### config.mk
export PLATFORM = sky130hd
export DESIGN_NAME = neuron_mac_seq
export DESIGN_NICKNAME = d
export VERILOG_FILES = /design/src/rtl/nn_pkg.sv /design/src/rtl/neuron_mac_pipe.sv /design/src/rtl/neuron_mac_seq.sv
export SDC_FILE = /design/constraint.sdc
export NUM_CORES = 1
export LEC_CHECK = 0
export BUFFER_PORTS_ARGS = -buffer_cell sky130_fd_sc_hd__buf_2
export CORE_UTILIZATION = 40
export CTS_CLUSTER_DIAMETER = 50
export DETAILED_ROUTE_END_ITERATION = 6
export PLACE_DENSITY = 0.55
export SLEW_MARGIN = 10
export SYNTH_ARGS = -nofsm -noshare
export SYNTH_HDL_FRONTEND = slang
export SYNTH_HIERARCHICAL = 1
export SYNTH_SLANG_ARGS = --single-unit
### constraint.sdc
create_clock -name clk -period 5.96 [get_ports clk]
set_clock_uncertainty 0.1 [all_clocks]
set_input_delay 1.192 -clock clk [delete_from_list [all_inputs] [get_ports clk]]
set_output_delay 1.192 -clock clk [all_outputs]
set_load 0.03 [all_outputs]
### src/rtl/nn_pkg.sv
// ----------------------------------------------------------------------------
// nn_pkg
// Shared definitions for the neuron datapath blocks.
//   DATA_WIDTH / FRAC_BITS : default fixed-point format of x, w, bias, output
//   data_t                 : signed DATA_WIDTH data word
//   neuron_state_e         : control states of neuron_mac_seq
//   sat_trunc()            : arithmetic shift right by FRAC_BITS, then saturate
//                            to the data_t range
// sat_trunc() is written against the package constants. Instances of
// neuron_mac_seq must keep DATA_WIDTH/FRAC_BITS equal to these values.
// ----------------------------------------------------------------------------
package nn_pkg;

  localparam int DATA_WIDTH = 16;
  localparam int FRAC_BITS  = 12;
  // Fixed, generous input width so one function serves any accumulator size.
  localparam int SAT_IN_W   = 64;

  typedef logic signed [DATA_WIDTH-1:0] data_t;

  typedef enum logic [1:0] {
    RUN,
    DRAIN,
    FINAL,
    OUT
  } neuron_state_e;

  localparam logic signed [SAT_IN_W-1:0] SAT_MAX = (64'sd1 <<< (DATA_WIDTH-1)) - 64'sd1;
  localparam logic signed [SAT_IN_W-1:0] SAT_MIN = -(64'sd1 <<< (DATA_WIDTH-1));

  // The shift floors toward -inf because it is arithmetic on a signed value.
  function automatic data_t sat_trunc(input logic signed [SAT_IN_W-1:0] v);
    logic signed [SAT_IN_W-1:0] s;
    s = v >>> FRAC_BITS;
    if (s > SAT_MAX)
      sat_trunc = {1'b0, {(DATA_WIDTH-1){1'b1}}};
    else if (s < SAT_MIN)
      sat_trunc = {1'b1, {(DATA_WIDTH-1){1'b0}}};
    else
      sat_trunc = s[DATA_WIDTH-1:0];
  endfunction

endpackage

### src/rtl/neuron_mac_pipe.sv
// ----------------------------------------------------------------------------
// neuron_mac_pipe
// Three-stage multiply/accumulate pipe with a valid chain.
//   stage1: capture the accepted activation (the ROM read is issued in the
//           same cycle)
//   stage2: multiply it by the ROM word, which arrives one cycle later
//   stage3: accumulate the sign-extended product
// Ports:
//   clk, rst_n  clock, asynchronous active-low reset
//   i_accept    activation handshake fired this cycle
//   i_x         activation, signed
//   i_w         weight ROM data, valid one cycle after i_accept
//   i_clr       clear the accumulator (result consumed)
//   o_v1, o_v2  stage1 / stage2 valid flags
//   o_acc       running sum of products
// ----------------------------------------------------------------------------
module neuron_mac_pipe #(
  parameter int DATA_WIDTH = 16,
  parameter int ACC_WIDTH  = 37
) (
  input  logic                         clk,
  input  logic                         rst_n,
  input  logic                         i_accept,
  input  logic signed [DATA_WIDTH-1:0] i_x,
  input  logic signed [DATA_WIDTH-1:0] i_w,
  input  logic                         i_clr,
  output logic                         o_v1,
  output logic                         o_v2,
  output logic signed [ACC_WIDTH-1:0]  o_acc
);
  import nn_pkg::*;

  logic signed [DATA_WIDTH-1:0]   r_x;
  logic signed [2*DATA_WIDTH-1:0] r_prod;
  logic                           r_v1;
  logic                           r_v2;
  logic signed [ACC_WIDTH-1:0]    r_acc;

  // NOTE: r_x and r_prod carry no reset; they are only consumed when their
  // valid flag is set, and the valid flags are reset.
  always_ff @(posedge clk) begin
    if (i_accept) r_x <= i_x;
    r_prod <= r_x * i_w;
  end

  // NOTE: all sequential state uses non-blocking assignments so every stage
  // sees the previous cycle's value of the stage before it.
  always_ff @(posedge clk or negedge rst_n) begin
    if (!rst_n) begin
      r_v1  <= 1'b0;
      r_v2  <= 1'b0;
      r_acc <= '0;
    end else begin
      r_v1 <= i_accept;
      r_v2 <= r_v1;
      if (i_clr)
        r_acc <= '0;
      else if (r_v2)
        r_acc <= r_acc + ACC_WIDTH'(r_prod);
    end
  end

  assign o_v1  = r_v1;
  assign o_v2  = r_v2;
  assign o_acc = r_acc;

endmodule

### src/rtl/neuron_mac_seq.sv
// ----------------------------------------------------------------------------
// neuron_mac_seq
// Sequential neuron: takes NUM_WEIGHT serial activations, reads the matching
// weights from a 1-cycle-latency ROM, forms sum(x*w) + BIAS and presents one
// saturated, registered result per frame over valid/ready.
// Ports:
//   clk, rst_n           clock, asynchronous active-low reset
//   in_valid/in_ready    activation handshake, in_data = activation (signed)
//   w_ren/w_radd/w_data  weight ROM read port (data one cycle after w_ren)
//   out_valid/out_ready  result handshake, out_data = neuron output (signed)
// Optional feature: define NEURON_RELU_EN to apply ReLU after saturation;
// otherwise the saturated value is passed through unchanged.
// ----------------------------------------------------------------------------
module neuron_mac_seq #(
  parameter int                          NUM_WEIGHT = 30,
  parameter int                          ADDR_WIDTH = $clog2(NUM_WEIGHT),
  parameter int                          DATA_WIDTH = 16,
  parameter int                          FRAC_BITS  = 12,
  parameter logic signed [DATA_WIDTH-1:0] BIAS      = 16'sh0000,
  parameter int                          ACC_WIDTH  = 2*DATA_WIDTH+ADDR_WIDTH
) (
  input  logic                         clk,
  input  logic                         rst_n,
  input  logic                         in_valid,
  input  logic signed [DATA_WIDTH-1:0] in_data,
  output logic                         in_ready,
  output logic                         w_ren,
  output logic        [ADDR_WIDTH-1:0] w_radd,
  input  logic signed [DATA_WIDTH-1:0] w_data,
  output logic                         out_valid,
  output logic signed [DATA_WIDTH-1:0] out_data,
  input  logic                         out_ready
);
  import nn_pkg::*;

  neuron_state_e                r_state;
  logic [ADDR_WIDTH-1:0]        r_cnt;
  logic                         r_out_valid;
  logic signed [DATA_WIDTH-1:0] r_out_data;

  logic                         w_accept;
  logic                         w_clr;
  logic                         w_v1;
  logic                         w_v2;
  logic signed [ACC_WIDTH-1:0]  w_acc;
  logic signed [ACC_WIDTH-1:0]  w_bias_ext;
  logic signed [ACC_WIDTH-1:0]  w_sum;
  data_t                        w_sat;
  data_t                        w_act;

  assign in_ready = (r_state == RUN);
  assign w_accept = in_valid && in_ready;
  assign w_ren    = w_accept;
  assign w_radd   = r_cnt;
  // Result is consumed: wipe the accumulator for the next frame.
  assign w_clr    = (r_state == OUT) && out_ready;

  neuron_mac_pipe #(
    .DATA_WIDTH (DATA_WIDTH),
    .ACC_WIDTH  (ACC_WIDTH)
  ) u_pipe (
    .clk      (clk),
    .rst_n    (rst_n),
    .i_accept (w_accept),
    .i_x      (in_data),
    .i_w      (w_data),
    .i_clr    (w_clr),
    .o_v1     (w_v1),
    .o_v2     (w_v2),
    .o_acc    (w_acc)
  );

  // Bias is aligned to the product scale (2*FRAC_BITS fractional bits) before
  // the final shift back to the data format.
  assign w_bias_ext = ACC_WIDTH'(BIAS) <<< FRAC_BITS;
  assign w_sum      = w_acc + w_bias_ext;
  assign w_sat      = sat_trunc(SAT_IN_W'(w_sum));

`ifdef NEURON_RELU_EN
  assign w_act = w_sat[DATA_WIDTH-1] ? '0 : w_sat;
`else
  assign w_act = w_sat;
`endif

  always_ff @(posedge clk or negedge rst_n) begin
    if (!rst_n) begin
      r_state     <= RUN;
      r_cnt       <= '0;
      r_out_valid <= 1'b0;
      r_out_data  <= '0;
    end else begin
      case (r_state)
        RUN: begin
          if (w_accept) begin
            if (r_cnt == ADDR_WIDTH'(NUM_WEIGHT-1)) begin
              r_cnt   <= '0;
              r_state <= DRAIN;
            end else begin
              r_cnt <= r_cnt + ADDR_WIDTH'(1);
            end
          end
        end
        // Both pipe stages empty means the last product is in the accumulator.
        DRAIN: if (!w_v1 && !w_v2) r_state <= FINAL;
        FINAL: begin
          r_out_data  <= w_act;
          r_out_valid <= 1'b1;
          r_state     <= OUT;
        end
        OUT: begin
          if (out_ready) begin
            r_out_valid <= 1'b0;
            r_state     <= RUN;
          end
        end
        default: r_state <= RUN;
      endcase
    end
  end

  assign out_valid = r_out_valid;
  assign out_data  = r_out_data;

endmodule

# Word-level counts from Yosys, hierarchy flattened
# Index checks and enable logic that the tools add are counted.
word_totals:
  ff_bits: 111
  in_bits: 36
  out_inout_bits: 24
op_classes:
  add_sub_neg: 2
  multipliers: 1
  n_lt_le_gt_ge: 2
  n_eq_ne: 8
  n_mux: 12
  n_reduce_logical: 11
ops:
  columns: ["op", "n"]
  rows:
  - ["2-to-1 mux 37 bit", 2]
  - ["adder 37 x 32 -> 37 bit", 1]
  - ["multiplier 16 x 16 -> 32 bit", 1]
  - ["2-to-1 mux 16 bit", 2]
  - ["greater-than comparator 25 x 16 -> 1 bit (second input constant)", 1]
  - ["< comparator 25 x 16 -> 1 bit (second input constant)", 1]
  - ["2-to-1 mux 2 bit", 4]
  - ["case mux 2 bit (4 select lines)", 1]
  - ["adder 5 x 1 -> 5 bit (second input constant)", 1]
  - ["== test 5 bit (second input constant)", 1]
  - ["2-to-1 mux 5 bit", 1]
  - ["== test 2 bit (second input constant)", 2]
  - ["inequality test 2 x 1 -> 1 bit (second input constant)", 2]
  - ["inequality test 2 bit (second input constant)", 2]
  - ["AND reduction 2 bit", 2]
  - ["AND reduction 4 bit", 1]
  - ["nonzero test 2 bit", 2]
  - ["logical AND 1 bit", 3]
  - ["== test 2 x 1 -> 1 bit (second input constant)", 1]
  - ["logical NOT 1 bit", 2]
  - ["logical NOT 2 bit", 1]
  - ["case mux 1 bit (2 select lines)", 1]
  - ["2-to-1 mux 1 bit", 1]

# Logic depth before layout (Yosys ltp)
# Gate-level depths: netlist of run 1.
logic_depth:
  depth_word: 4
  ltp_mapped: 23

# Hierarchy
# Netlist of run 1, hierarchy kept.
by_module_without_submodules:
  columns: ["mod", "n_inst", "cells_per_inst", "area_each_um2", "seq_area_each_um2"]
  rows:
  - ["neuron_mac_pipe", 1, 1552, 14455.1, 2097.0]
  - ["neuron_mac_seq", 1, 121, 1246.2, 600.6]

# Worst setup path before layout of run 1
# OpenSTA, ideal clock, no wires.
synth_timing:
  kind: "input to register"
  from: "input w_data[7]"
  to: "register u_pipe.r_prod[29]"
  t_arrival_ns: 6.630
  required_time_ns: 5.788
  slack_ns: -0.842
  cell_stages: 22
  path_buffers: 1
  cell_sequence: "clkbuf_1 > nand2_1 > fa_1 > inv_1 > fa_1 > inv_1 > fa_1 > inv_1 > fa_1 > fa_1 > inv_1 > fa_1 > inv_1 > ha_1 > a211oi_1 > nand2_1 > a211oi_1 > nor3_1 > o311ai_1 > o21ai_0 > a41oi_1 > xnor2_1"
synth_between:
  elab_chain_len: 1
synth_lines:
  columns: ["item", "line", "rtl"]
  rows:
  - ["from (decl)", "neuron_mac_seq.sv:29", "input logic signed [DATA_WIDTH-1:0] w_data,"]
  - ["multiplier 16 x 16 -> 32 bit", "neuron_mac_pipe.sv:43", "r_prod <= r_x * i_w;"]
  - ["to (signal assigned)", "neuron_mac_pipe.sv:43", null]
  - ["to (decl)", "neuron_mac_pipe.sv:34", "logic signed [2*DATA_WIDTH-1:0] r_prod;"]
# No other way between the ends.
# A chain may end at the register's enable or synchronous reset.

# Worst setup path in the final report of run 1
layout_timing:
  from: "input w_data[15]"
  to: "register u_pipe.r_prod[29]"
# Same word-level chain as after synthesis.

==> metrics.cfg, run 1 <==
[placement]
globalplace.congestion = 0.864
portBuffers = 59
dp_hpwl_um = 30200

[status]
outcome = complete, but fails checks
violations = negative setup slack

[sta]
max_slew_margin = 0.191
fin_ws_ps = -105
worst_pin_slew_ps = 1210
setup_viol = 8
slew_viol_final = 0
layout_worst_path_cycle_share = 1.02
hold_viol_final = 0
period_needed_ps = 6060
rsz0062_at_grt = true
fmax_ghz = 0.165

[worst_setup_path]
slowest_delay_ps = 590
r2r_slack_ps = -40
crit_arrival_ps = 6280
path_common_cell = fa_1
crit_slowest_cell = fa_1
path_cells = buf_8 -> inv_6 -> buf_6 -> buf_6 -> nor2_4 -> fa_1 -> fa_1 -> fa_1 -> fa_1 -> fa_1 -> fa_1 -> ha_4 -> a21oi_2 -> nor2_1 -> or3_4 -> o311ai_4 -> o21ai_2 -> a41oi_2 -> xnor2_1
worst_r2r_path_depth = 17
startpoint_type = input port
r2r-end = u_pipe/r_prod[29]
required_ps = 6170
cp-end-kind = flip-flop
regToRegStartpoint = u_pipe/r_x[15]
criticalPathCategory = in -> reg
critPathMaxFanout = 5

[run]
cap_violations = 0

[route]
wl_um = 36800
drt-initial-drc-count = 616
wl_per_cell_um = 15.4
post_drt_via_cell_ratio = 4.85
postRouteAntennaNets = 0
drc = 0
vias = 11600
drtPass1Iterations = 5

[layout]
finish.utilization = 0.491
final_layout_size_suffix_gt1_frac = 0.234
seqCellArea_sq_um = 2700
multi_input_area_sq_um = 12200
n_antenna_cell = 0
area_growth_pct = 21.0
most-common-layout-cells = 289 x inv_1, 246 x fa_1, 151 x buf_4, 149 x nand2_1, 105 x and2_1
nets = 2286
final_common_cell = inv_1
fillCellCount = 3590

[hold_path]
min_from = u_pipe/o_v1
min_to = u_pipe/o_v2
hold_depth = 0
hp-class = reg -> reg

[synth]
yosys_warnings = 6
yosysSeqAreaShare = 0.172
synth_seq_cells = 111
synth_top_flop_cell = dfrtp_1
yosysTopAreaCell = fa_1
syn_inst = 1673
syn_area_per_cell_sq_um = 9.39
yosysUniqueCellTypes = 78
synth_area_leaders = fa_1 34%, dfrtp_1 10%, ha_1 9.9%
synth_edf_count = 16
async_reset_ff_frac = 0.568
syn_nets = 2096
yosysTopAreaCellShare = 0.335
synthesis.area_sq_um = 15700

[clock_tree]
cts_sinks = 111
root_buffer = clkbuf_16
cts_htree_levels = 3
cts_tree = yes
clk_pin_slew_ps = 100
cts_buffers = 9
cts_buffer_depth = 2
clock_latency_ps = 390

[global_routing]
grt_max_degree = 64
grt_overflow = 0
grt_antenna_before_repair = 1
track_usage = 0.193
grt_pass1_vias = 12400
grt_pass1_wl_um = 62700

[floorplanning]
core-area_sq_um = 38600
die_width_um = 200
die_h_um = 200
pin_count = 60
dieArea_sq_um = 40100
rows = 72
initial_utilization = 0.406

[cell usage after synthesis (all sizes together) (9+ instances only)]
| cell | instances |
|---|---|
| and2 | 130 |
| fa | 263 |
| clkbuf | 46 |
| xor2 | 19 |
| edfxtp | 16 |
| xnor2 | 44 |
| nand2 | 159 |
| dfxtp | 32 |
| o21ai | 44 |
| nand3 | 12 |
| a211oi | 14 |
| a21oi | 84 |
| nor3 | 13 |
| a21o | 21 |
| dfrtp | 63 |
| nor2 | 109 |
| nand4 | 9 |
| mux2i | 14 |
| inv | 322 |
| ha | 124 |
[worst max-delay path, delay by kind of cell]
kind                       cells  cell delay [ps]
and+or+nand+nor                3              430
xor gates and xnor gates       1              150
AOI/OAI and AO/OA              4              760
adders and majority gates      7             3360
buffers and inverters          4              390
[per-layer routing]
| layer | vias to the layer above | wire length (um) | GRT usage |
|---|---|---|---|
| li1 | 5668 | - | - |
| met3 | 21 | 1140 | 0.0207 |
| met4 | 0 | 432 | 0.0385 |
| met5 | - | 0 | 0 |
| met1 | 5680 | 18100 | 0.274 |
| met2 | 204 | 17200 | 0.318 |
[metrics by stage]
stage	setup WS (ps)	std cells	TNS [ps]	cell area, sq um	hold slack, ps
final	-105	2386	-483	19000	292
after global routing	-267	2386	-2070	19000	302
after CTS	-140	2376	-323	18600	296
after detailed placement	-791	2350	-10000	17900	270
after global placement	-700	2350	-9170	17900	264
after floorplan	-357	1673	-2060	16100	249
[layout make-up]
cell class / instances / share of cell area
Clock buffer: 9 / 0.0119
Clock inverter: 7 / 0.00428
Inverter: 322 / 0.0642
Multi-Input combinational cell: 1188 / 0.645
Sequential cell: 111 / 0.142
Tap cell: 518 / 0.0341
Timing Repair Buffer: 231 / 0.0989
[cell families after synthesis]
family / after synthesis / share of synthesized area
simple gates: 481 / 0.152
flops: 111 / 0.172
buf+inv: 374 / 0.0908
compound gates: 240 / 0.105
fa+ha+maj: 387 / 0.434
mux: 17 / 0.0113
xor+xnor: 63 / 0.0351
[sequential cells by signal, summed over array words and instances, names as in the netlist, 2 cells and up]
signal         flops
out_data          16
r_state            2
u_pipe/o_acc      37
u_pipe/r_prod     32
u_pipe/r_x        16
w_radd             5
[what timing repair did]
item	CTS	global route
gates cloned	0	2
hold buffers	0	0
hold endpoints to repair	0	0
setup buffers	10	9
pin swaps	64	62
endpoints found under the setup margin	13	17
gates resized for setup	98	78
[worst max-delay path by stage]
stage / slack, ps / from / endpoint / cells after the start
6_report: -100 / w_data[15] / u_pipe/r_prod[29] / 19
5_1_grt: -270 / w_data[15] / u_pipe/r_prod[29] / 19
4_1_cts: -140 / w_data[15] / u_pipe/r_prod[31] / 20
3_5_place_dp: -790 / w_data[9] / u_pipe/r_prod[29] / 22
3_3_place_gp: -700 / w_data[6] / u_pipe/r_prod[29] / 21
2_1_floorplan: -360 / w_data[3] / u_pipe/r_prod[29] / 18
Power of run 1 is not shown: default switching activity piles up to over one toggle a cycle in this logic, so the estimate is an artifact.
==> inputs of run 2 (changes only) <==
Settings changed: CORE_UTILIZATION 40 to 44, PLACE_DENSITY 0.55 to 0.59.
==> run 2 against run 1 <==
  * The flow still finishes with violations (negative setup slack)
  * Critical path depth grew 3
  * Critical endpoint unchanged
  * Die area decreased by 9.0%
  * Design area shrank 1.2%
  * Routed wire length decreased by 0.22%
==> metrics.cfg, run 2 (synthesized netlist as in run 1, its figures left out) <==
[layout]
seqCellArea_sq_um = 2700
area_growth_pct = 19.5
nets = 2284
finish.utilization = 0.539
fillCellCount = 3178
multi_input_area_sq_um = 12100
final_layout_size_suffix_gt1_frac = 0.226
final_common_cell = inv_1
largest_register_ffs = 37
most-common-layout-cells = 289 x inv_1, 244 x fa_1, 157 x buf_4, 148 x nand2_1, 112 x and2_1

[clock_tree]
cts_buffer_depth = 2
cts_buffers = 9
cts_tree = yes
clock_latency_ps = 380
cts_htree_levels = 3
root_buffer = clkbuf_16
clk_pin_slew_ps = 100
postCtsHoldBufs = 0
cts_sinks = 111

[worst_setup_path]
worst_r2r_path_depth = 22
required_ps = 6180
regToRegStartpoint = u_pipe/r_x[6]
startpoint_type = input port
r2r_slack_ps = -110
cp-end-kind = flip-flop
criticalPathCategory = in -> reg
crit_arrival_ps = 6430
critPathMaxFanout = 8
r2r-end = u_pipe/r_prod[29]

[global_routing]
grt.met2_usage = 0.358
grt_max_degree = 64
grt_pass1_vias = 12400
busiest_layer = met2
track_usage = 0.215
grtUsageMet3 = 0.0261
grt_antenna_before_repair = 1
grtUsageMet1 = 0.303
grt_overflow = 0
grt_pass1_wl_um = 62300

[hold_path]
min_from = u_pipe/o_v1
hold_depth = 0
min_to = u_pipe/o_v2
hp-class = reg -> reg

[status]
violations = negative setup slack
outcome = complete, but fails checks

[floorplanning]
pin_count = 60
initial_utilization = 0.451
rows = 68
die_h_um = 191
die_width_um = 191
core-area_sq_um = 34800
dieArea_sq_um = 36400

[route]
drtPass1Iterations = 5
postRouteAntennaNets = 0
post_drt_via_cell_ratio = 5.07
drc = 0
drt-initial-drc-count = 650
wl_per_cell_um = 15.8
wl_um = 36700
vias = 11800

[sta]
rsz0062_at_grt = true
worst_pin_slew_ps = 1070
fmax_ghz = 0.161
fin_ws_ps = -247
max_slew_margin = 0.288
hold_viol_final = 0
setup_viol = 9
period_needed_ps = 6210
layout_worst_path_cycle_share = 1.04
slew_viol_final = 0

[placement]
globalplace.congestion = 0.885
portBuffers = 59
dp_hpwl_um = 30100

[run]
cap_violations = 0

-- run 2: through the flow --
stage / hold WS, ps / TNS [ps] / instances / instance area [sq um] / setup slack, ps
3_5_place_dp: 263 / -10890 / 2287 / 17800 / -840
5_1_grt: 300 / -2960 / 2321 / 18800 / -369
3_3_place_gp: 264 / -9990 / 2287 / 17800 / -756
4_1_cts: 285 / -1590 / 2314 / 18500 / -296
2_1_floorplan: 249 / -2060 / 1673 / 16100 / -357
6_report: 280 / -1320 / 2322 / 18800 / -247
-- run 2: worst max path at each step --
stage                              endpoint  startpoint  slack, ps
final                     u_pipe/r_prod[29]   w_data[6]       -250
after global routing      u_pipe/r_prod[29]   w_data[6]       -370
after floorplan           u_pipe/r_prod[29]   w_data[3]       -360
after detailed placement  u_pipe/r_prod[31]   w_data[6]       -840
after global placement    u_pipe/r_prod[31]  w_data[15]       -760
after CTS                 u_pipe/r_prod[31]   w_data[5]       -300
-- run 2: what timing repair did --
action                                  in CTS  in global routing
endpoints found under the setup margin      15                 17
pin swaps                                   64                 74
hold endpoints to repair                     0                  0
gates cloned                                 0                  2
buffers inserted                            12                  6
gates resized for setup                     76                 67
-- run 2: critical path, stage by stage --
cell	delay (ps)
buf_12	120
and2_4	150
fa_1	530
inv_1	60
fa_2	460
fa_2	360
fa_1	590
inv_1	70
fa_1	520
inv_1	50
fa_2	560
inv_2	40
ha_4	160
a211oi_4	240
nand2_1	90
a211oi_2	320
nor3_4	90
o311ai_4	290
buf_6	160
o21ai_4	60
a41oi_2	170
xnor2_1	130
-- run 2: final cells by class --
| cell class | count | share of cell area |
|---|---|---|
| Timing Repair Buffer | 229 | 0.0986 |
| Inverter | 322 | 0.0646 |
| Antenna cell | 1 | 0.000133 |
| Sequential cell | 111 | 0.144 |
| Clock buffer | 9 | 0.0120 |
| Tap cell | 455 | 0.0303 |
| Multi-Input combinational cell | 1188 | 0.646 |
| Clock inverter | 7 | 0.00487 |
-- run 2: layer usage --
layer,vias up,part of all wire
li1,5666,-
met4,0,0.0086
met2,259,0.47
met5,-,0
met1,5837,0.48
met3,18,0.040
Power of run 2 is left out for the same reason.
==> inputs of run 3 (changes only) <==
Settings changed: CORE_UTILIZATION 44 to 25, PLACE_DENSITY 0.59 to not set, PLACE_DENSITY_LB_ADDON set to 0.2.
Clock period 5.96 ns to 6.82 ns, I/O delays scaled along.
==> run 3 against run 2 <==
  * The flow now finishes without violations
  * Final cell count grew 14%
  * Critical path depth shrank 1
  * Register-to-register slack gained 570 ps
  * Global-route usage is 7.9 points lower
  * Sequential cell count did not move
  * Design area decreased by 3.2%
  * First-iteration DRC count fell by 17%
  * Sequential share of layout area increased by 0.47 points
  * Clock-buffer cell count is 2 higher
  * Die area rose by 75%
  * Via count down 1.7%
==> metrics.cfg, run 3 (synthesized netlist as in run 1, its figures left out) <==
[route]
post_drt_via_cell_ratio = 4.37
drc = 0
postRouteAntennaNets = 0
wl_per_cell_um = 15.7
drt-initial-drc-count = 540
wl_um = 41500
drtPass1Iterations = 5
vias = 11600

[worst_setup_path]
startpoint_type = input port
regToRegStartpoint = u_pipe/r_x[7]
criticalPathCategory = in -> reg
worst_r2r_path_depth = 21
cp-startpoint = w_data[2]
crit_family = adder cells
critPathMaxFanout = 9
cp.depth = 21
path_common_cell = fa_1
slowest_delay_ps = 560
crit_arrival_ps = 6780
crit_slowest_cell = fa_1
path_cells = buf_2 -> nand2_1 -> inv_1 -> fa_2 -> fa_1 -> fa_1 -> fa_1 -> fa_1 -> inv_1 -> fa_1 -> inv_1 -> ha_1 -> and3_4 -> and2_4 -> nand3_2 -> nor3_4 -> o311ai_2 -> buf_4 -> o311ai_4 -> a21oi_2 -> xnor2_1
required_ps = 6980
cp-end-kind = flip-flop
crit_buf_inv = 5

[global_routing]
grt_pass1_wl_um = 67600
grt_pass1_vias = 12400
grt_overflow = 0
grt_antenna_before_repair = 2
track_usage = 0.135
grt_max_degree = 64

[hold_path]
min_from = u_pipe/o_v1
hp-class = reg -> reg
hold_depth = 0

[status]
outcome = complete, no violations

[floorplanning]
core-area_sq_um = 61800
initial_utilization = 0.254
rows = 91
die_width_um = 253
die_h_um = 253
dieArea_sq_um = 63800
pin_count = 60

[layout]
final_common_cell = inv_1
final_cell_area_sq_um = 18200
area_growth_pct = 15.7
nets = 2230
largest_register_ffs = 37
most-common-layout-cells = 321 x inv_1, 259 x fa_1, 159 x nand2_1, 127 x and2_1, 123 x ha_1
final_layout_size_suffix_gt1_frac = 0.143

[sta]
rsz0062_at_grt = true
setup_viol = 0
slew_viol_final = 0
layout_worst_path_cycle_share = 0.970
hold_viol_final = 0
period_needed_ps = 6620
fmax_ghz = 0.151
max_slew_margin = 0.188
worst_pin_slew_ps = 1210

[placement]
globalplace.congestion = 0.812
place_area_sq_um = 17700
portBuffers = 59
dp_hpwl_um = 34900

[clock_tree]
clock_latency_ps = 410
cts_htree_levels = 3
cts_buffer_depth = 2
root_buffer = clkbuf_16
cts_buffers = 9
cts_sinks = 111
clk_pin_slew_ps = 80
cts_tree = yes
postCtsHoldBufs = 0

[run]
cap_violations = 0

[run 3: cell count changes in the layout (fill, tap and decap cells not counted), sizes merged]
cell	change
buf	-54
clkbuf	+2
inv	-2
[run 3: worst paths after layout]
| path | slack (ps) | endpoint |
|---|---|---|
| worst min register to register | 280 | u_pipe/o_v2 |
| max in group asynchronous | 4970 | u_pipe/o_acc[20] |
| worst max-delay path | 200 | u_pipe/r_prod[31] |
| worst min-delay path | 280 | u_pipe/o_v2 |
| min in group asynchronous | 1060 | out_data[14] |
| worst max register to register | 460 | u_pipe/r_prod[31] |
[run 3: final cells by class]
cell class	instances	area, sq um
Antenna cell	1	2.50
Clock buffer	11	243
Clock inverter	5	51.3
Fill cell	6497	43700
Inverter	322	1210
Multi-Input combinational cell	1188	11700
Sequential cell	111	2700
Tap cell	837	1050
Timing Repair Buffer	175	1200
[run 3: metrics by stage]
step                 util  TNS [ps]  worst slack, ps  hold slack (ps)  cells
global route        0.294     -27.8            -18.6              298   2649
global placement    0.286     -3500             -513              256   2632
finish              0.294         0              203              278   2650
floorplan               -         0             6.16              249   1673
detailed placement  0.286     -3600             -495              262   2632
CTS                 0.291         0             19.0              282   2648
[run 3: what timing repair did]
item / in CTS / in global routing
buffers inserted: 0 / 1
gates resized for setup: 4 / 37
endpoints found under the setup margin: 3 / 11
pin swaps: 3 / 25
[run 3: per-layer routing]
metal / track usage / routed length, um
met5: 0 / 9
met4: 0.0364 / 747
met3: 0.0210 / 1300
met2: 0.222 / 19500
met1: 0.184 / 20000
Power of run 3 is left out for the same reason.
